==> config.mk <==
export PLATFORM = sky130hd
export DESIGN_NAME = lstm_sequencer_flat
export DESIGN_NICKNAME = d
export VERILOG_FILES = /design/src/rtl/lstm_sequencer_if.sv /design/src/rtl/lstm_sequencer.sv /design/src/flat_wrapper.sv
export SDC_FILE = /design/constraint.sdc
export NUM_CORES = 1
export LEC_CHECK = 0
export CORE_UTILIZATION = 25
export CTS_CLUSTER_DIAMETER = 40
export DETAILED_ROUTE_END_ITERATION = 8
export SLEW_MARGIN = 30
export SYNTH_ARGS = -nofsm -noshare
export SYNTH_HDL_FRONTEND = slang
export SYNTH_SLANG_ARGS = --single-unit
==> constraint.sdc <==
create_clock -name clk -period 1.9 [get_ports clk]
set_input_delay 0.38 -clock clk [delete_from_list [all_inputs] [get_ports clk]]
set_output_delay 0.38 -clock clk [all_outputs]
set_load 0.1 [all_outputs]
==> src/rtl/lstm_sequencer_if.sv <==
// Sequencer-facing bundle: upstream samples, cell issue/result path, downstream results.
// The master modport is the sequencer side; slave is the environment (source, cell, sink).
interface lstm_sequencer_if #(
  parameter int WIDTH = 16
);
  logic signed [WIDTH-1:0] s_data;
  logic                    s_valid;
  logic                    s_ready;
  logic signed [WIDTH-1:0] h_init;
  logic signed [WIDTH-1:0] c_init;
  logic signed [WIDTH-1:0] cell_x;
  logic signed [WIDTH-1:0] cell_h;
  logic signed [WIDTH-1:0] cell_c;
  logic                    cell_x_valid;
  logic                    cell_x_ready;
  logic signed [WIDTH-1:0] cell_y;
  logic                    cell_y_valid;
  logic signed [WIDTH-1:0] cell_c_out;
  logic signed [WIDTH-1:0] m_data;
  logic                    m_valid;
  logic                    m_ready;
  logic                    m_last;
  logic                    err;

  modport master (
    input  s_data, s_valid, h_init, c_init, cell_x_ready, cell_y, cell_y_valid, cell_c_out, m_ready,
    output s_ready, cell_x, cell_h, cell_c, cell_x_valid, m_data, m_valid, m_last, err
  );

  modport slave (
    output s_data, s_valid, h_init, c_init, cell_x_ready, cell_y, cell_y_valid, cell_c_out, m_ready,
    input  s_ready, cell_x, cell_h, cell_c, cell_x_valid, m_data, m_valid, m_last, err
  );
endinterface

==> src/rtl/lstm_sequencer.sv <==
// Steps one sample at a time through an external LSTM cell, carrying h/C between steps.
// Optional WAIT-state watchdog compiled in with `define LSTM_SEQ_WATCHDOG_EN.
module lstm_sequencer #(
  parameter int WIDTH   = 16,
  parameter int SEQ_LEN = 8,
  parameter int TIMEOUT = 64
) (
  input  logic                clk,
  input  logic                rst,
  lstm_sequencer_if.master    bus
);

  if (SEQ_LEN < 2 || SEQ_LEN > 255 || TIMEOUT < 1) begin : g_bad_param
    $error("lstm_sequencer: SEQ_LEN must be 2..255 and TIMEOUT >= 1");
  end

  typedef enum logic [2:0] {
    IDLE,
    ISSUE,
    WAIT,
`ifdef LSTM_SEQ_WATCHDOG_EN
    OUTPUT,
    ERROR
`else
    OUTPUT
`endif
  } state_t;

  localparam logic [7:0] LAST_STEP = 8'(SEQ_LEN - 1);

  state_t                  r_state, w_next;
  logic [7:0]              r_step;
  logic signed [WIDTH-1:0] r_x, r_h, r_c, r_mdata;
  logic                    r_s_ready;
  logic                    w_accept, w_issue, w_capture, w_handshake, w_wrap;

  assign w_accept    = (r_state == IDLE) && r_s_ready && bus.s_valid;
  assign w_issue     = (r_state == ISSUE) && bus.cell_x_ready;
  assign w_capture   = (r_state == WAIT) && bus.cell_y_valid;
  assign w_handshake = (r_state == OUTPUT) && bus.m_ready;
  assign w_wrap      = w_handshake && (r_step == LAST_STEP);

`ifdef LSTM_SEQ_WATCHDOG_EN
  localparam int              WD_W    = $clog2(TIMEOUT + 1);
  localparam logic [WD_W-1:0] WD_LAST = WD_W'(TIMEOUT - 1);
  localparam logic [WD_W-1:0] WD_ONE  = WD_W'(1);

  logic [WD_W-1:0] r_wd;
  logic            r_err;
  logic            w_expired;

  assign w_expired = (r_state == WAIT) && !bus.cell_y_valid && (r_wd == WD_LAST);

  // Counts idle WAIT cycles; any other state clears it, so each WAIT visit starts at zero.
  always_ff @(posedge clk or negedge rst) begin
    if (!rst) begin
      r_wd  <= '0;
      r_err <= 1'b0;
    end else begin
      r_wd  <= (r_state == WAIT) ? r_wd + WD_ONE : '0;
      r_err <= (w_next == ERROR);
    end
  end

  assign bus.err = r_err;
`else
  assign bus.err = 1'b0;
`endif

  always_comb begin
    w_next = r_state;
    case (r_state)
      IDLE:   if (w_accept) w_next = ISSUE;
      ISSUE:  if (w_issue) w_next = WAIT;
      WAIT: begin
        if (w_capture) w_next = OUTPUT;
`ifdef LSTM_SEQ_WATCHDOG_EN
        else if (w_expired) w_next = ERROR;
`endif
      end
      OUTPUT: if (w_handshake) w_next = IDLE;
`ifdef LSTM_SEQ_WATCHDOG_EN
      ERROR:  w_next = ERROR;
`endif
      default: w_next = IDLE;
    endcase
  end

  // s_ready is registered from the next state so it stays low throughout reset
  // and rises on the first edge after release.
  always_ff @(posedge clk or negedge rst) begin
    if (!rst) begin
      r_state   <= IDLE;
      r_s_ready <= 1'b0;
    end else begin
      r_state   <= w_next;
      r_s_ready <= (w_next == IDLE);
    end
  end

  always_ff @(posedge clk or negedge rst) begin
    if (!rst) begin
      r_step  <= '0;
      r_x     <= '0;
      r_h     <= '0;
      r_c     <= '0;
      r_mdata <= '0;
    end else if (w_accept) begin
      r_x <= bus.s_data;
      if (r_step == 8'd0) begin
        r_h <= bus.h_init;
        r_c <= bus.c_init;
      end
    end else if (w_capture) begin
      r_h     <= bus.cell_y;
      r_c     <= bus.cell_c_out;
      r_mdata <= bus.cell_y;
    end else if (w_wrap) begin
      r_step <= '0;
      r_h    <= bus.h_init;
      r_c    <= bus.c_init;
    end else if (w_handshake) begin
      r_step <= r_step + 8'd1;
    end
  end

  assign bus.s_ready      = r_s_ready;
  assign bus.cell_x       = r_x;
  assign bus.cell_h       = r_h;
  assign bus.cell_c       = r_c;
  assign bus.cell_x_valid = w_issue;
  assign bus.m_data       = r_mdata;
  assign bus.m_valid      = (r_state == OUTPUT);
  assign bus.m_last       = (r_state == OUTPUT) && (r_step == LAST_STEP);

endmodule

==> src/flat_wrapper.sv <==
// flat-port wrapper written by rule: the top's interface ports become plain ports
module lstm_sequencer_flat 
#(
  parameter int WIDTH   = 16,
  parameter int SEQ_LEN = 8,
  parameter int TIMEOUT = 64
)
  (clk, rst, bus_s_data, bus_s_valid, bus_h_init, bus_c_init, bus_cell_x_ready, bus_cell_y, bus_cell_y_valid, bus_cell_c_out, bus_m_ready, bus_s_ready, bus_cell_x, bus_cell_h, bus_cell_c, bus_cell_x_valid, bus_m_data, bus_m_valid, bus_m_last, bus_err);
  lstm_sequencer_if #(.WIDTH(WIDTH)) bus_i ();
  input  logic clk;
  input  logic rst;
  input wire logic [$bits(bus_i.s_data)-1:0] bus_s_data;
  input wire logic [$bits(bus_i.s_valid)-1:0] bus_s_valid;
  input wire logic [$bits(bus_i.h_init)-1:0] bus_h_init;
  input wire logic [$bits(bus_i.c_init)-1:0] bus_c_init;
  input wire logic [$bits(bus_i.cell_x_ready)-1:0] bus_cell_x_ready;
  input wire logic [$bits(bus_i.cell_y)-1:0] bus_cell_y;
  input wire logic [$bits(bus_i.cell_y_valid)-1:0] bus_cell_y_valid;
  input wire logic [$bits(bus_i.cell_c_out)-1:0] bus_cell_c_out;
  input wire logic [$bits(bus_i.m_ready)-1:0] bus_m_ready;
  output wire logic [$bits(bus_i.s_ready)-1:0] bus_s_ready;
  output wire logic [$bits(bus_i.cell_x)-1:0] bus_cell_x;
  output wire logic [$bits(bus_i.cell_h)-1:0] bus_cell_h;
  output wire logic [$bits(bus_i.cell_c)-1:0] bus_cell_c;
  output wire logic [$bits(bus_i.cell_x_valid)-1:0] bus_cell_x_valid;
  output wire logic [$bits(bus_i.m_data)-1:0] bus_m_data;
  output wire logic [$bits(bus_i.m_valid)-1:0] bus_m_valid;
  output wire logic [$bits(bus_i.m_last)-1:0] bus_m_last;
  output wire logic [$bits(bus_i.err)-1:0] bus_err;
  assign bus_i.s_data = bus_s_data;
  assign bus_i.s_valid = bus_s_valid;
  assign bus_i.h_init = bus_h_init;
  assign bus_i.c_init = bus_c_init;
  assign bus_i.cell_x_ready = bus_cell_x_ready;
  assign bus_i.cell_y = bus_cell_y;
  assign bus_i.cell_y_valid = bus_cell_y_valid;
  assign bus_i.cell_c_out = bus_cell_c_out;
  assign bus_i.m_ready = bus_m_ready;
  assign bus_s_ready = bus_i.s_ready;
  assign bus_cell_x = bus_i.cell_x;
  assign bus_cell_h = bus_i.cell_h;
  assign bus_cell_c = bus_i.cell_c;
  assign bus_cell_x_valid = bus_i.cell_x_valid;
  assign bus_m_data = bus_i.m_data;
  assign bus_m_valid = bus_i.m_valid;
  assign bus_m_last = bus_i.m_last;
  assign bus_err = bus_i.err;
  lstm_sequencer #(.WIDTH(WIDTH), .SEQ_LEN(SEQ_LEN), .TIMEOUT(TIMEOUT)) u_core (.clk(clk), .rst(rst), .bus(bus_i));
endmodule
# ---- Word-level counts from Yosys, hierarchy flattened
# Index checks and enable logic that the tools add are counted.
dict set report word_totals {
  wordCells 45
  out_inout_bits 69
  ff_bits 76
}
dict set report op_classes {
  n_addsub 1
  muxes 15
  reduce_logical 15
  n_bitwise 2
  eq_ne 5
}
# cell count
set op_table {}
lappend op_table {{$mux W16} 8}
lappend op_table {{$mux W8} 2}
lappend op_table {{$mux W3} 4}
lappend op_table {{$pmux W3 S4} 1}
lappend op_table {{$add A8 B1 Y8 const B} 1}
lappend op_table {{$eq A8 B3 Y1 const B} 1}
lappend op_table {{$logic_not A8 Y1} 1}
lappend op_table {{$logic_and A1 B1 Y1} 7}
lappend op_table {{$eq A3 B2 Y1 const B} 2}
lappend op_table {{$logic_not A3 Y1} 2}
lappend op_table {{$reduce_and A2 Y1} 2}
lappend op_table {{$eq A3 B1 Y1 const B} 1}
lappend op_table {{$reduce_and A3 Y1} 1}
lappend op_table {{$reduce_bool A3 Y1} 1}
lappend op_table {{$ne A2 B2 Y1 const B} 1}
lappend op_table {{$not A1 Y1} 2}
lappend op_table {{$reduce_bool A2 Y1} 1}

# ---- Depth between registers and ports, before layout
# Gate-level depths: netlist (run 1).
dict set report depth {
  word_depth 6
  ltp_mapped 7
  mapped_depth_nobuf 5
}

# ---- Worst setup path after synthesis (run 1)
# Ideal clock, no wire load.
dict set report synth_timing {
  kind {register to output}
  start {register u_core.r_state[1]}
  end {output bus_cell_x_valid}
  stages_incl_launch_ff 3
  path_slack_ps -1891
  arrival_time_ps 3411
  cell_sequence {dfrtp_1 -> buf_4 -> nor4bb_1}
}
dict set report synth_via {
  elab_chain_cells 2
}
# item line
set synth_rtl {}
lappend synth_rtl {{start: declaration} lstm_sequencer.sv:31} ;# state_t r_state, w_next;
lappend synth_rtl {{start signal: assignment} lstm_sequencer.sv:96} ;# r_state <= w_next;
lappend synth_rtl {{$eq A3 B1 Y1} lstm_sequencer.sv:38} ;# assign w_issue = (r_state == ISSUE) && bus.cell_x_ready;
lappend synth_rtl {{$logic_and A1 B1 Y1} lstm_sequencer.sv:38}
lappend synth_rtl {{end: declaration} flat_wrapper.sv:25} ;# output wire logic [$bits(bus_i.cell_x_valid)-1:0] bus_cell_x_valid;
# No other way between the ends.

# ---- Final worst setup path (run 1)
# Same ends and word-level chain as after synthesis.

==> impl_metrics.env, run 1 <==
export IMPL_cpPeakStageDelay_ps=420
export IMPL_crit_chain="buf_6 > nor4bb_4 > buf_12"
export IMPL_nets=602
export IMPL_die_w_um=122
export IMPL_worstPathRequired_ps=1520
export IMPL_fp_dieH_um=122
export IMPL_path_clk_slew_ps=60
export IMPL_hold_class="in2async"
export IMPL_drv_cap=0
export IMPL_critPathMaxFanout=3
export IMPL_num_vias=3192
export IMPL_slowest_stage="dfrtp_2"
export IMPL_rows=43
export IMPL_cts_buffers=9
export IMPL_firstDrtPassIters=4
export IMPL_critical_path_arrival_ps=1460
export IMPL_cts_max_level=3
export IMPL_core_mm2=0.0140
export IMPL_status="finished clean"
export IMPL_antenna_left=0
export IMPL_grt_pass1_wl_um=17200
export IMPL_grt_met1_usage_pct=18.6
export IMPL_netlist_area_leader_share_pct=52.4
export IMPL_async_flop_share_pct=100
export IMPL_design_area_mm2=0.00580
export IMPL_grt_busiest_layer="met2"
export IMPL_cts_tree="done"
export IMPL_via_per_inst=4.57
export IMPL_drc=0
export IMPL_insertion_delay_ps=340
export IMPL_grt_overflow=0
export IMPL_portBuffers=153
export IMPL_hold_viol_final=0
export IMPL_diodes=0
export IMPL_syn_area_mm2=0.00363
export IMPL_period_share_pct=97.0
export IMPL_clockBufferDepth=2
export IMPL_routedWlPerCell_um=15.7
export IMPL_drive_above_1_share_pct=32.6
export IMPL_grt_use_total_pct=15.2
export IMPL_synth_edff_count=0
export IMPL_grt_pass1_vias=3371
export IMPL_cp_start_kind="flop"
export IMPL_cts_sinks=76
export IMPL_antenna_found_initial=0
export IMPL_max_freq_ghz=0.542
export IMPL_ys_warn_count=0
export IMPL_io_pins=155
export IMPL_use_met2_pct=25.6
export IMPL_finClkSkew_ps=5.42
export IMPL_die_area_mm2=0.0150
export IMPL_synth_seq_area_share_pct=52.4
export IMPL_syn_inst=349
export IMPL_hpwlAfterDp_um=8080
export IMPL_routed_wl_um=11000
export IMPL_initial_core_util_pct=25.8
export IMPL_slew_viol_final=0
export IMPL_syn_to_final_growth_pct=59.8
export IMPL_synthTopCellsByCount="76 x dfrtp_1, 74 x nor2_1, 54 x nand2_1, 34 x a211oi_1, 30 x a211oi_2"
export IMPL_use_met3_pct=3.67
export IMPL_rsz0062_at_grt="yes"
export IMPL_place_area_mm2=0.00548
export IMPL_routabilityCongestion=0.810
export IMPL_clockRootBuffer="clkbuf_16"
export IMPL_grt_max_degree=49
export IMPL_crit_type="reg2out"
export IMPL_synth_top_area_cell="dfrtp_1"
export IMPL_synth_area_leaders="dfrtp_1 52%, a211oi_2 10%, nor2_1 7.7%"
export IMPL_setup_viol=0
export IMPL_synth_ff_type="dfrtp_1"
export IMPL_initialDrtViolationCount=103
export IMPL_synth_most_common_cell="dfrtp_1"
export IMPL_ys_ff_latch=76
export IMPL_critPathCaptureType="output pin"
export IMPL_layout_min_cycle_time_ps=1840
export IMPL_cts_hold_buf=0
export IMPL_syn_avg_cell_area_um2=10.4
export IMPL_synth_cell_types=32
==> cell type report <==
| cell class | instances | area (µm²) |
|---|---|---|
| timing repair buffer | 180 | 1770 |
| sequential | 76 | 1910 |
| clock inverter | 2 | 10.0 |
| inverter | 4 | 15.0 |
| fill | 1328 | 8240 |
| clock buffer | 14 | 254 |
| multi-input combinational | 243 | 1620 |
| tap | 180 | 225 |
==> cell families (layout without fill, tap and decap cells) <==
kind of cell,after synthesis,after routing,share of synthesized area [%]
xor gates and xnor gates,6,6,1.45
adders and majority gates,2,2,0.689
and+or+nand+nor,146,146,17.3
other,1,2,0.103
muxes,17,17,5.24
buffers and inverters,31,200,4.52
AOI/OAI and AO/OA,70,70,18.3
DFF,76,76,52.4
==> per-stage QoR <==
stage / setup TNS (ps) / cells / util (%) / setup slack, ps / hold WS (ps)
after floorplan: -193 / 350 / - / -97.2 / 84.4
after global placement: -944 / 679 / 39.0 / -58.9 / 381
after detailed placement: -2170 / 679 / 39.0 / -144 / 382
after CTS: 0 / 699 / 41.1 / 3.43 / 16.9
after global routing: -1.23 / 699 / 41.3 / -1.23 / 40.4
final: 0 / 699 / 41.3 / 56.1 / 1.46
==> critical path, delay by kind of cell, from the launching register on <==
family / cells / cell delay, ps
buffers and inverters: 2 / 350
DFF: 1 / 420
and+or+nand+nor: 1 / 350
==> layer usage <==
metal / share of wire [%] / vias up
li1: - / 1531
met1: 43 / 1553
met2: 49 / 95
met3: 6.0 / 13
met4: 1.7 / 0
met5: 0 / -
==> sequential cells by signal, indices dropped and copies added (netlist names) <==
name and cells:
u_core.bus.cell_c 16, u_core.bus.cell_h 16, u_core.bus.cell_x 16, u_core.bus.m_data 16, u_core.bus.s_ready 1, u_core.r_state 3, u_core.r_step 8
==> timing repair <==
| item | 4_1_cts | 5_1_grt |
|---|---|---|
| cloned | 0 | 0 |
| pin swaps | 1 | 2 |
| hold endpoints to repair | 0 | 0 |
| setup endpoints to repair | 2 | 13 |
| setup buffers | 4 | 0 |
| gates resized for setup | 2 | 5 |
==> cells in the final DEF (no fill, tap or decap), drive strengths merged, types with 3 or more instances in the layout <==
cell | Yosys | layout
a21oi | 3 | 3
dfrtp | 76 | 76
nand2 | 54 | 54
nand3 | 5 | 5
clkdlybuf4s50 | 0 | 84
clkbuf | 10 | 14
a211oi | 64 | 64
inv | 4 | 4
buf | 17 | 96
nor2 | 74 | 74
mux2 | 16 | 16
and3b | 4 | 4
xor2 | 3 | 3
xnor2 | 3 | 3
==> final timing paths <==
check | depth (start not counted) | startpoint | slack (ps) | end
worst max-delay path | 3 | u_core.r_state[1] | 60 | bus_cell_x_valid
worst min-delay path | 1 | rst | 1 | u_core.bus.cell_c[14]
worst max register to register | 6 | u_core.r_state[1] | 110 | u_core.bus.cell_h[4]
worst min register to register | 2 | u_core.bus.m_data[5] | 480 | u_core.bus.m_data[5]
max in group asynchronous | 2 | rst | 1330 | u_core.bus.cell_x[1]
min in group clk | 2 | u_core.bus.m_data[5] | 480 | u_core.bus.m_data[5]
Power of run 1 is left out: the tool's default activity adds up to more than one toggle a clock period on the data nets, which glitch-free logic cannot reach.
==> run 2, diff against run 1 <==
--- a/config.mk
+++ b/config.mk
@@ -5,6 +5,7 @@
 export SDC_FILE = /design/constraint.sdc
 export NUM_CORES = 1
 export LEC_CHECK = 0
+export ABC_CLOCK_PERIOD_IN_PS = 1900
 export CORE_UTILIZATION = 25
 export CTS_CLUSTER_DIAMETER = 40
 export DETAILED_ROUTE_END_ITERATION = 8
==> results of run 2 <==
Final layout, timing and power as in run 1 (identical DEF).
Power of run 2 is left out for the same reason.
==> run 3, diff against run 2 <==
--- a/config.mk
+++ b/config.mk
@@ -6,9 +6,11 @@
 export NUM_CORES = 1
 export LEC_CHECK = 0
 export ABC_CLOCK_PERIOD_IN_PS = 1900
+export CAP_MARGIN = 20
 export CORE_UTILIZATION = 25
 export CTS_CLUSTER_DIAMETER = 40
 export DETAILED_ROUTE_END_ITERATION = 8
+export SKIP_CTS_REPAIR_TIMING = 1
 export SLEW_MARGIN = 30
 export SYNTH_ARGS = -nofsm -noshare
 export SYNTH_HDL_FRONTEND = slang
==> impl_metrics.env, run 3 (synthesized netlist as in run 1, its figures left out) <==
export IMPL_crit_type="reg2out"
export IMPL_cts_max_level=3
export IMPL_hpwlAfterDp_um=8080
export IMPL_routed_wl_um=11000
export IMPL_routedWlPerCell_um=15.7
export IMPL_reg2reg_to="u_core.bus.cell_h[4]"
export IMPL_status="finished clean"
export IMPL_period_share_pct=97.0
export IMPL_slowest_stage="dfrtp_2"
export IMPL_place_ws_ps=-144
export IMPL_die_area_mm2=0.0150
export IMPL_antenna_found_initial=0
export IMPL_drive_above_1_share_pct=32.8
export IMPL_max_freq_ghz=0.543
export IMPL_portBuffers=153
export IMPL_cp_start_kind="flop"
export IMPL_via_per_inst=4.58
export IMPL_cts_tree="done"
export IMPL_rows=43
export IMPL_critPathCaptureType="output pin"
export IMPL_finClkSkew_ps=5.36
export IMPL_final_cell_mix="83 x clkdlybuf4s50_1, 81 x buf_4, 73 x dfrtp_1"
export IMPL_hold_viol_final=0
export IMPL_cts_sinks=76
export IMPL_rsz0062_at_grt="yes"
export IMPL_path_clk_slew_ps=60
export IMPL_drc=0
export IMPL_io_pins=155
export IMPL_grt_max_degree=49
export IMPL_critical_path_arrival_ps=1460
export IMPL_clockBufferDepth=2
export IMPL_place_area_mm2=0.00548
export IMPL_core_mm2=0.0140
export IMPL_syn_to_final_growth_pct=60.3
export IMPL_grt_pass1_vias=3363
export IMPL_initialDrtViolationCount=106
export IMPL_worstPathRequired_ps=1520
export IMPL_reg2reg_slack_ps=110
export IMPL_cts_buffers=9
export IMPL_firstDrtPassIters=6
export IMPL_fp_dieH_um=122
export IMPL_rr_worst_depth=6
export IMPL_crit_chain="buf_6 > nor4bb_4 > buf_12"
export IMPL_hold_class="in2async"
export IMPL_slew_viol_final=0
export IMPL_antenna_left=0
export IMPL_critPathMaxFanout=4
export IMPL_grt_overflow=0
export IMPL_num_vias=3208
export IMPL_setup_viol=0
export IMPL_insertion_delay_ps=340
export IMPL_design_area_mm2=0.00582
export IMPL_clockRootBuffer="clkbuf_16"
export IMPL_nets=604
export IMPL_layout_min_cycle_time_ps=1840
export IMPL_drv_cap=0
export IMPL_worst_slack_ps=57.4
export IMPL_routabilityCongestion=0.810
export IMPL_grt_use_total_pct=15.2
export IMPL_cpPeakStageDelay_ps=430
export IMPL_initial_core_util_pct=25.8
export IMPL_rr_startpoint="u_core.r_state[1]"
export IMPL_die_w_um=122
export IMPL_final_common_cell="clkdlybuf4s50_1"
export IMPL_diodes=0
export IMPL_grt_pass1_wl_um=17200
export IMPL_fillCellCount=1335
-- run 3: cell count changes in the layout (fill, tap and decap cells not counted), sizes merged --
cell           previous run  this run
clkdlybuf4s50            84        83
buf                      96        98
dlymetal6s2s              0         1
-- run 3: layout make-up --
class	instances	area, µm²	area share [%]
Multi-Input combinational cell	243	1620	27.9
Inverter	4	15.0	0.258
Clock inverter	2	10.0	0.172
Sequential cell	76	1910	32.8
Timing Repair Buffer	182	1780	30.7
Clock buffer	14	254	4.37
Tap cell	180	225	3.87
-- run 3: per-stage QoR --
| stage | TNS, ps | util, % | std cells | hold WS (ps) |
|---|---|---|---|---|
| final | 0 | 41.4 | 701 | 2.45 |
| after global routing | -1.23 | 41.4 | 701 | 40.4 |
| after CTS | -135 | 40.9 | 695 | 17.0 |
| after detailed placement | -2170 | 39.0 | 679 | 382 |
| after global placement | -944 | 39.0 | 679 | 381 |
| after floorplan | -193 | - | 350 | 84.4 |
-- run 3: worst max-delay path, delay by kind of cell (launching register included) --
family | cells | cell delay (ps)
buf+inv | 2 | 350
simple gates | 1 | 350
flops | 1 | 430
-- run 3: worst max path at each step --
stage,start,to,slack [ps]
2_1_floorplan,u_core.r_state[2],bus_m_last,-100
3_3_place_gp,bus_m_ready,u_core.bus.cell_h[5],-60
3_5_place_dp,bus_s_valid,u_core.bus.cell_h[4],-140
4_1_cts,u_core.r_state[2],bus_m_last,-90
5_1_grt,u_core.r_step[4],bus_m_last,-1
6_report,u_core.r_state[1],bus_cell_x_valid,60
-- run 3: routing by layer --
layer  global-route usage (%)  share of wire [%]
met2                     25.6                 49
met4                     6.25                1.7
met5                        0                  0
met1                     18.5                 43
met3                     3.67                5.7
Power of run 3 is left out for the same reason.
